File: src/rtl/three_bit_serial_subtractor_pkg.sv
// Shared state encoding and default operand width for the serial subtractor.
package three_bit_serial_subtractor_pkg;

  localparam int unsigned WIDTH_DEFAULT = 3;

  typedef enum logic [1:0] {
    IDLE = 2'd0,
    RUN  = 2'd1,
    DONE = 2'd2
  } state_t;

endpackage

File: src/rtl/three_bit_serial_subtractor_full_subtractor.sv
// One-bit full subtractor: difference and borrow-out of a - b - bin.
module full_subtractor (
  input  logic i_a,
  input  logic i_b,
  input  logic i_bin,
  output logic o_d,
  output logic o_bout
);

  assign o_d    = i_a ^ i_b ^ i_bin;
  assign o_bout = (~i_a & i_b) | (~(i_a ^ i_b) & i_bin);

endmodule

File: src/rtl/three_bit_serial_subtractor.sv
// Bit-serial unsigned subtractor: D = A - B as a WIDTH+1 bit two's complement
// result, one bit per RUN cycle, LSB first.
module three_bit_serial_subtractor
  import three_bit_serial_subtractor_pkg::*;
#(
  parameter int unsigned WIDTH = WIDTH_DEFAULT
) (
  input  logic             clk,
  input  logic             rst,
  input  logic             start,
  input  logic [WIDTH-1:0] A,
  input  logic [WIDTH-1:0] B,
  output logic [WIDTH:0]   D,
  output logic             busy,
  output logic             done
);

  localparam int unsigned CW = $clog2(WIDTH + 1);

  state_t           r_state;
  logic [WIDTH-1:0] r_a;
  logic [WIDTH-1:0] r_b;
  logic [WIDTH-1:0] r_diff;
  logic             r_borrow;
  logic [CW-1:0]    r_cnt;

  logic             w_d;
  logic             w_bout;
  logic [WIDTH-1:0] w_res;

  full_subtractor u_fs (
    .i_a   (r_a[0]),
    .i_b   (r_b[0]),
    .i_bin (r_borrow),
    .o_d   (w_d),
    .o_bout(w_bout)
  );

  // Result register with the current difference bit placed at position r_cnt
  always_comb begin
    w_res = r_diff;
    for (int unsigned i = 0; i < WIDTH; i++) begin
      if (r_cnt == CW'(i)) w_res[i] = w_d;
    end
  end

  always_ff @(posedge clk) begin
    if (rst) begin
      r_state  <= IDLE;
      r_a      <= '0;
      r_b      <= '0;
      r_diff   <= '0;
      r_borrow <= 1'b0;
      r_cnt    <= '0;
      D        <= '0;
    end else begin
      case (r_state)
        IDLE: begin
          if (start) begin
            r_a      <= A;
            r_b      <= B;
            r_diff   <= '0;
            r_borrow <= 1'b0;
            r_cnt    <= '0;
            r_state  <= RUN;
          end
        end
        RUN: begin
          r_a      <= r_a >> 1;
          r_b      <= r_b >> 1;
          r_borrow <= w_bout;
          r_diff   <= w_res;
          r_cnt    <= r_cnt + CW'(1);
          // Final borrow becomes the sign bit of the result
          if (r_cnt == CW'(WIDTH - 1)) begin
            D       <= {w_bout, w_res};
            r_state <= DONE;
          end
        end
        DONE:    r_state <= IDLE;
        default: r_state <= IDLE;
      endcase
    end
  end

  assign busy = (r_state == RUN);
  assign done = (r_state == DONE);

endmodule

File: config.mk
export PLATFORM = sky130hd
export DESIGN_NAME = three_bit_serial_subtractor
export DESIGN_NICKNAME = d
export VERILOG_FILES = /design/src/rtl/three_bit_serial_subtractor_pkg.sv /design/src/rtl/three_bit_serial_subtractor_full_subtractor.sv /design/src/rtl/three_bit_serial_subtractor.sv
export SDC_FILE = /design/constraint.sdc
export NUM_CORES = 1
export LEC_CHECK = 0
export ABC_AREA = 1
export CAP_MARGIN = 10
export CORE_ASPECT_RATIO = 1.1
export CORE_UTILIZATION = 44
export CTS_BUF_LIST = sky130_fd_sc_hd__clkbuf_4 sky130_fd_sc_hd__clkbuf_8
export CTS_CLUSTER_DIAMETER = 30
export CTS_CLUSTER_SIZE = 25
export DETAILED_ROUTE_END_ITERATION = 8
export PLACE_DENSITY_LB_ADDON = 0.15
export SLEW_MARGIN = 20
export SYNTH_ARGS = -nofsm -noshare
export SYNTH_HDL_FRONTEND = slang
export SYNTH_SLANG_ARGS = --single-unit
File: constraint.sdc
create_clock -name clk -period 1.3 [get_ports clk]
set_clock_uncertainty 0.1 [all_clocks]
set_input_delay 0.13 -clock clk [delete_from_list [all_inputs] [get_ports clk]]
set_output_delay 0.13 -clock clk [all_outputs]
set_load 0.02 [all_outputs]
* Yosys cells after proc, flatten, opt, wreduce, memory -nomap -nowiden
Cells that the tools add are included.
** Word-level totals
- Register bits :: 18
- Latch bits :: 0
- RAM bits :: 0
- Memory bits (read-only) :: 0
- Input bits :: 9
- Output and inout bits :: 6
- Memories kept :: 0
** Operators by class
- $add $sub $neg :: 1
- $mul :: 0
- Divide/modulo/power cells :: 0
- Order comparisons :: 0
- Equal/unequal tests :: 6
- Shift operators :: 0
- Muxes and demuxes :: 16
- Bitwise operators :: 7
- Reduce and logical (&&, ||, !) cells :: 6
** Operators by type and width (count)
- case mux 3 bit (2 select lines) :: 3
- 2-to-1 mux 3 bit :: 3
- case mux 2 bit (2 select lines) :: 2
- 2-to-1 mux 2 bit :: 3
- AND reduction 2 bit :: 3
- equality test 2 x 1 -> 1 bit (second input constant) :: 2
- equality test 2 bit (second input constant) :: 2
- logical NOT 2 bit :: 2
- 2-to-1 mux 1 bit :: 4
- adder 2 x 1 -> 2 bit (second input constant) :: 1
- bitwise AND 1 bit :: 2
- inequality test 2 x 1 -> 1 bit (second input constant) :: 1
- inequality test 2 bit (second input constant) :: 1
- NOT 1 bit :: 2
- case mux 1 bit (2 select lines) :: 1
- nonzero test 2 bit :: 1
- XOR 1 bit :: 2
- OR 1 bit :: 1

* Logic depth before layout (Yosys ltp)
- Depth after elaboration :: 5
- Gate-level depth with buffers :: 7
- Mapped depth without buffers :: 7

* By module
Synthesis repeated with hierarchy kept, for this count alone.
** Unflattened totals
- Cell total of the unflattened synthesis :: 114
- Area, all modules :: 785.8 µm²
** By module, submodules not included
- three_bit_serial_subtractor :: times used 1, cells each 110, area an instance 754.5 µm², sequential area each 340.3 µm²
- full_subtractor :: times used 1, cells each 4, area an instance 31.3 µm², sequential area each 0.0 µm²

* Least setup slack after synthesis
Ideal clock, no wire load.
- Kind :: reg2reg
- From :: register r_b[0]
- To :: register r_diff[0]
- Data arrival time :: 1.214 ns
- Required time :: 1.129 ns
- Path slack :: -0.084 ns
- Stages on the path, launching flop included :: 7
- Path buffers :: 0
- Clock period less this slack :: 1.384 ns
- Cells stage by stage :: dfxtp_1 inv_1 fa_1 nand2_1 o21ai_0 nand2_1 a21oi_1
** Between the ends
- Cells in the longest elaborated chain, start to end :: 4
** RTL lines
- start, declared :: RTL line three_bit_serial_subtractor.sv:22 : logic [WIDTH-1:0] r_b;
- start signal, assigned :: RTL line three_bit_serial_subtractor.sv:70 : r_b <= r_b >> 1;
- XOR 1 bit (2 in a row) :: RTL line three_bit_serial_subtractor_full_subtractor.sv:10 : assign o_d = i_a ^ i_b ^ i_bin;
- 2-to-1 mux 1 bit :: RTL line three_bit_serial_subtractor.sv:43 : if (r_cnt == CW'(i)) w_res[i] = w_d;
- case mux 3 bit (2 select lines) :: RTL line three_bit_serial_subtractor.sv:57 : case (r_state)
- end signal, assigned :: RTL line three_bit_serial_subtractor.sv:72 : r_diff <= w_res;
- end, declared :: RTL line three_bit_serial_subtractor.sv:23 : logic [WIDTH-1:0] r_diff;
Every way passes these cells.
A chain may end at the register's enable or synchronous reset.

* Final worst setup path
Ends and elaborated chain as after synthesis.

==> reports/metrics.yaml <==
setup_path:
  cp_max_fo: 3
  cp.arrival_ns: 1.61
  critPathRequiredTime_ns: 1.43
  rrSetupSlack_ns: -0.17
  crit_chain: "inv_2, fa_2, nand2_2, o21ai_2, nand2_1, a21oi_2"
  endpoint_kind: "flip-flop"
  slowest_stage: "fa_2"
  cp-start-kind: "flip-flop"
  slowest_delay_ns: 0.59
  crit_type: "flip-flop to flip-flop"
sta:
  finalSetupViolCount: 4
  relSlewSlack_pct: 86.8
  post-route-min-period_ns: 1.47
  fin_crit_sh_pct: 113
  slew_violations: 0
  rsz0062_at_grt: "yes"
  layout_setup_ws_ns: -0.173
  worst_pin_slew_ns: 0.198
  fmax_mhz: 679
  hold_viol_final: 0
  whs_ns: 0.280
floorplanning:
  core_area_sq_mm: 0.00161
  dieArea_sq_mm: 0.00197
  row_count: 15
  initial_core_util_pct: 48.9
  fp.dieH_microns: 46.4
  die_w_microns: 42.4
  io_pins: 15
job:
  maxCapViolations: 0
clock_tree:
  cts_tree: "done"
  cts_buffers: 3
  clk_latency_ns: 0.30
  clock-root-buffer: "clkbuf_4"
  cts_sinks: 17
  cts_buffer_depth: 2
  ctsHtreeMaxLevel: 1
  clk_pin_slew_ns: 0.11
finish:
  syn2layout_area_growth_pct: 35.8
  num-nets-final: 149
  drive_gt1_share_pct: 29.6
  antennaDiodeCount: 0
  fill_cells: 147
global_routing:
  grt_remaining_overflow: 0
  track_usage_pct: 19.7
  grt_pass1_wl_microns: 2790
  grt_start_max_net_pins: 13
  antenna_found_initial: 0
  grt_pass1_vias: 666
route:
  postRouteAntennaNets: 0
  drt_iter0_markers: 10
  routed_wl_microns: 1710
  dr.pass1.iters: 4
  wl_per_cell_microns: 11.3
  vias: 750
  drc: 0
  viasPerCell: 4.93
logic_synthesis:
  synth_top_area_share_pct: 43.1
  synthCells: 108
  ys_seq_area_share_pct: 43.1
  synthTopCellsByArea: "dfxtp_1, nand3_1, nand2_1"
  synth.distinct_cells: 16
  syn-num-nets: 121
  yosys.area.top_type: "dfxtp_1"
  ys_ff_latch: 17
  synth.cell_area_sq_um: 790
  postSynthAreaPerCell_sq_um: 7.31
  yosys_warnings: 0
min_path:
  hold_path_class: "primary input to flip-flop"
placed_design:
  routabilityCongestion: 0.746
  io_buffer_count: 14
  dp_hpwl_microns: 1210
run_status:
  violations: "negative setup slack"
  status: "complete, but fails checks"
power_and_ir_drop:
  leakage_uw: 0.000484
  ir_drop_mv: 0.856
  power_uw: 1110
  power_density_mw_per_mm2: 1030
==> final cells by class <==
class	instances	area [sq um]	share of cell area, %
clock buffer	4	30.0	2.80
multi-input combinational	71	394	36.8
sequential	17	347	32.3
inverter	18	68.8	6.42
tap	17	21.3	1.98
timing repair buffer	25	211	19.7
==> per-stage QoR <==
step / std cells / area [sq um] / setup slack [ns] / util (%) / TNS (ns)
floorplan: 108 / 791 / -0.0628 / - / -0.144
global placement: 147 / 1010 / -0.0954 / 62.6 / -0.347
detailed placement: 147 / 1010 / -0.149 / 62.6 / -0.530
CTS: 151 / 1040 / -0.167 / 64.3 / -0.430
global route: 152 / 1070 / -0.234 / 66.4 / -0.764
finish: 152 / 1070 / -0.173 / 66.4 / -0.542
==> logic make-up after synthesis <==
kind of cell             Yosys count  synth area share [%]
AO/OA/AOI/OAI                     14                  8.88
adder cells (fa/ha/maj)            4                  7.29
buffers and inverters             20                  10.9
flip-flops                        17                  43.1
AND/OR/NAND/NOR                   53                  29.8
==> synthesized netlist by cell type <==
library cell	n
a21oi_1	10
clkbuf_1	1
clkbuf_8	1
clkinv_2	1
dfxtp_1	17
fa_1	1
ha_1	3
inv_1	15
inv_2	2
nand2_1	22
nand2_2	2
nand3_1	18
nand3_2	1
nor2_1	9
o21ai_0	4
or2_2	1
==> power by group <==
group / switching (uW) / internal [uW]
Combinational: 115 / 109
Sequential: 17.0 / 547
Clock: 178 / 140
Total: 311 / 797
==> final timing paths <==
| path | from | cells after the start | end |
|---|---|---|---|
| worst min-delay path | A[2] | 3 | r_a[2]$_SDFFE_PP0P_ |
| worst min register to register | r_cnt[0]$_SDFFE_PP0P_ | 1 | r_cnt[0]$_SDFFE_PP0P_ |
| worst max register to register | r_b[0]$_SDFFE_PP0P_ | 6 | r_diff[0]$_SDFFE_PP0P_ |
| worst max-delay path | r_b[0]$_SDFFE_PP0P_ | 6 | r_diff[0]$_SDFFE_PP0P_ |
==> placed cells by master, fill, tap and decap left out <==
cell / n
inv_1: 13
buf_6: 1
clkinv_2: 1
clkbuf_4: 4
ha_1: 3
buf_2: 2
dlygate4sd2_1: 4
fa_2: 1
a21oi_1: 7
nand2_1: 19
nand2_2: 5
nand3_2: 1
dfxtp_1: 12
buf_4: 10
inv_2: 4
o21ai_0: 2
a21oi_2: 3
o21ai_2: 2
or2_4: 1
nor2_1: 9
nand3_1: 18
clkdlybuf4s50_1: 8
dfxtp_2: 5
==> registers in the layout, summed over array words and instances, names as in the netlist <==
| name | cells |
|---|---|
| D | 4 |
| r_a | 3 |
| r_b | 3 |
| r_borrow | 1 |
| r_cnt | 2 |
| r_diff | 2 |
| r_state | 2 |
==> routing by layer <==
| metal | GRT usage (%) | part of all wire [%] | up-vias |
|---|---|---|---|
| met2 | 30.8 | 46 | 25 |
| met1 | 26.0 | 47 | 326 |
| met5 | 0 | 0 | - |
| li1 | - | - | 395 |
| met4 | 9.38 | 2.5 | 0 |
| met3 | 4.71 | 4.2 | 4 |
==> worst max-delay path, delay by kind of cell, from the launching register on <==
family          cells  cell delay (ns)
simple gates        2             0.13
compound gates      2             0.20
flops               1             0.35
fa+ha+maj           1             0.59
buf+inv             1             0.04
==> what timing repair did <==
| item | 4_1_cts | 5_1_grt |
|---|---|---|
| buffers inserted | 0 | 1 |
| endpoints found under the setup margin | 11 | 10 |
| gates resized for setup | 17 | 11 |
| pin swaps | 0 | 5 |
| hold buffers | 0 | 0 |
Power figures use the tool's default switching activity.
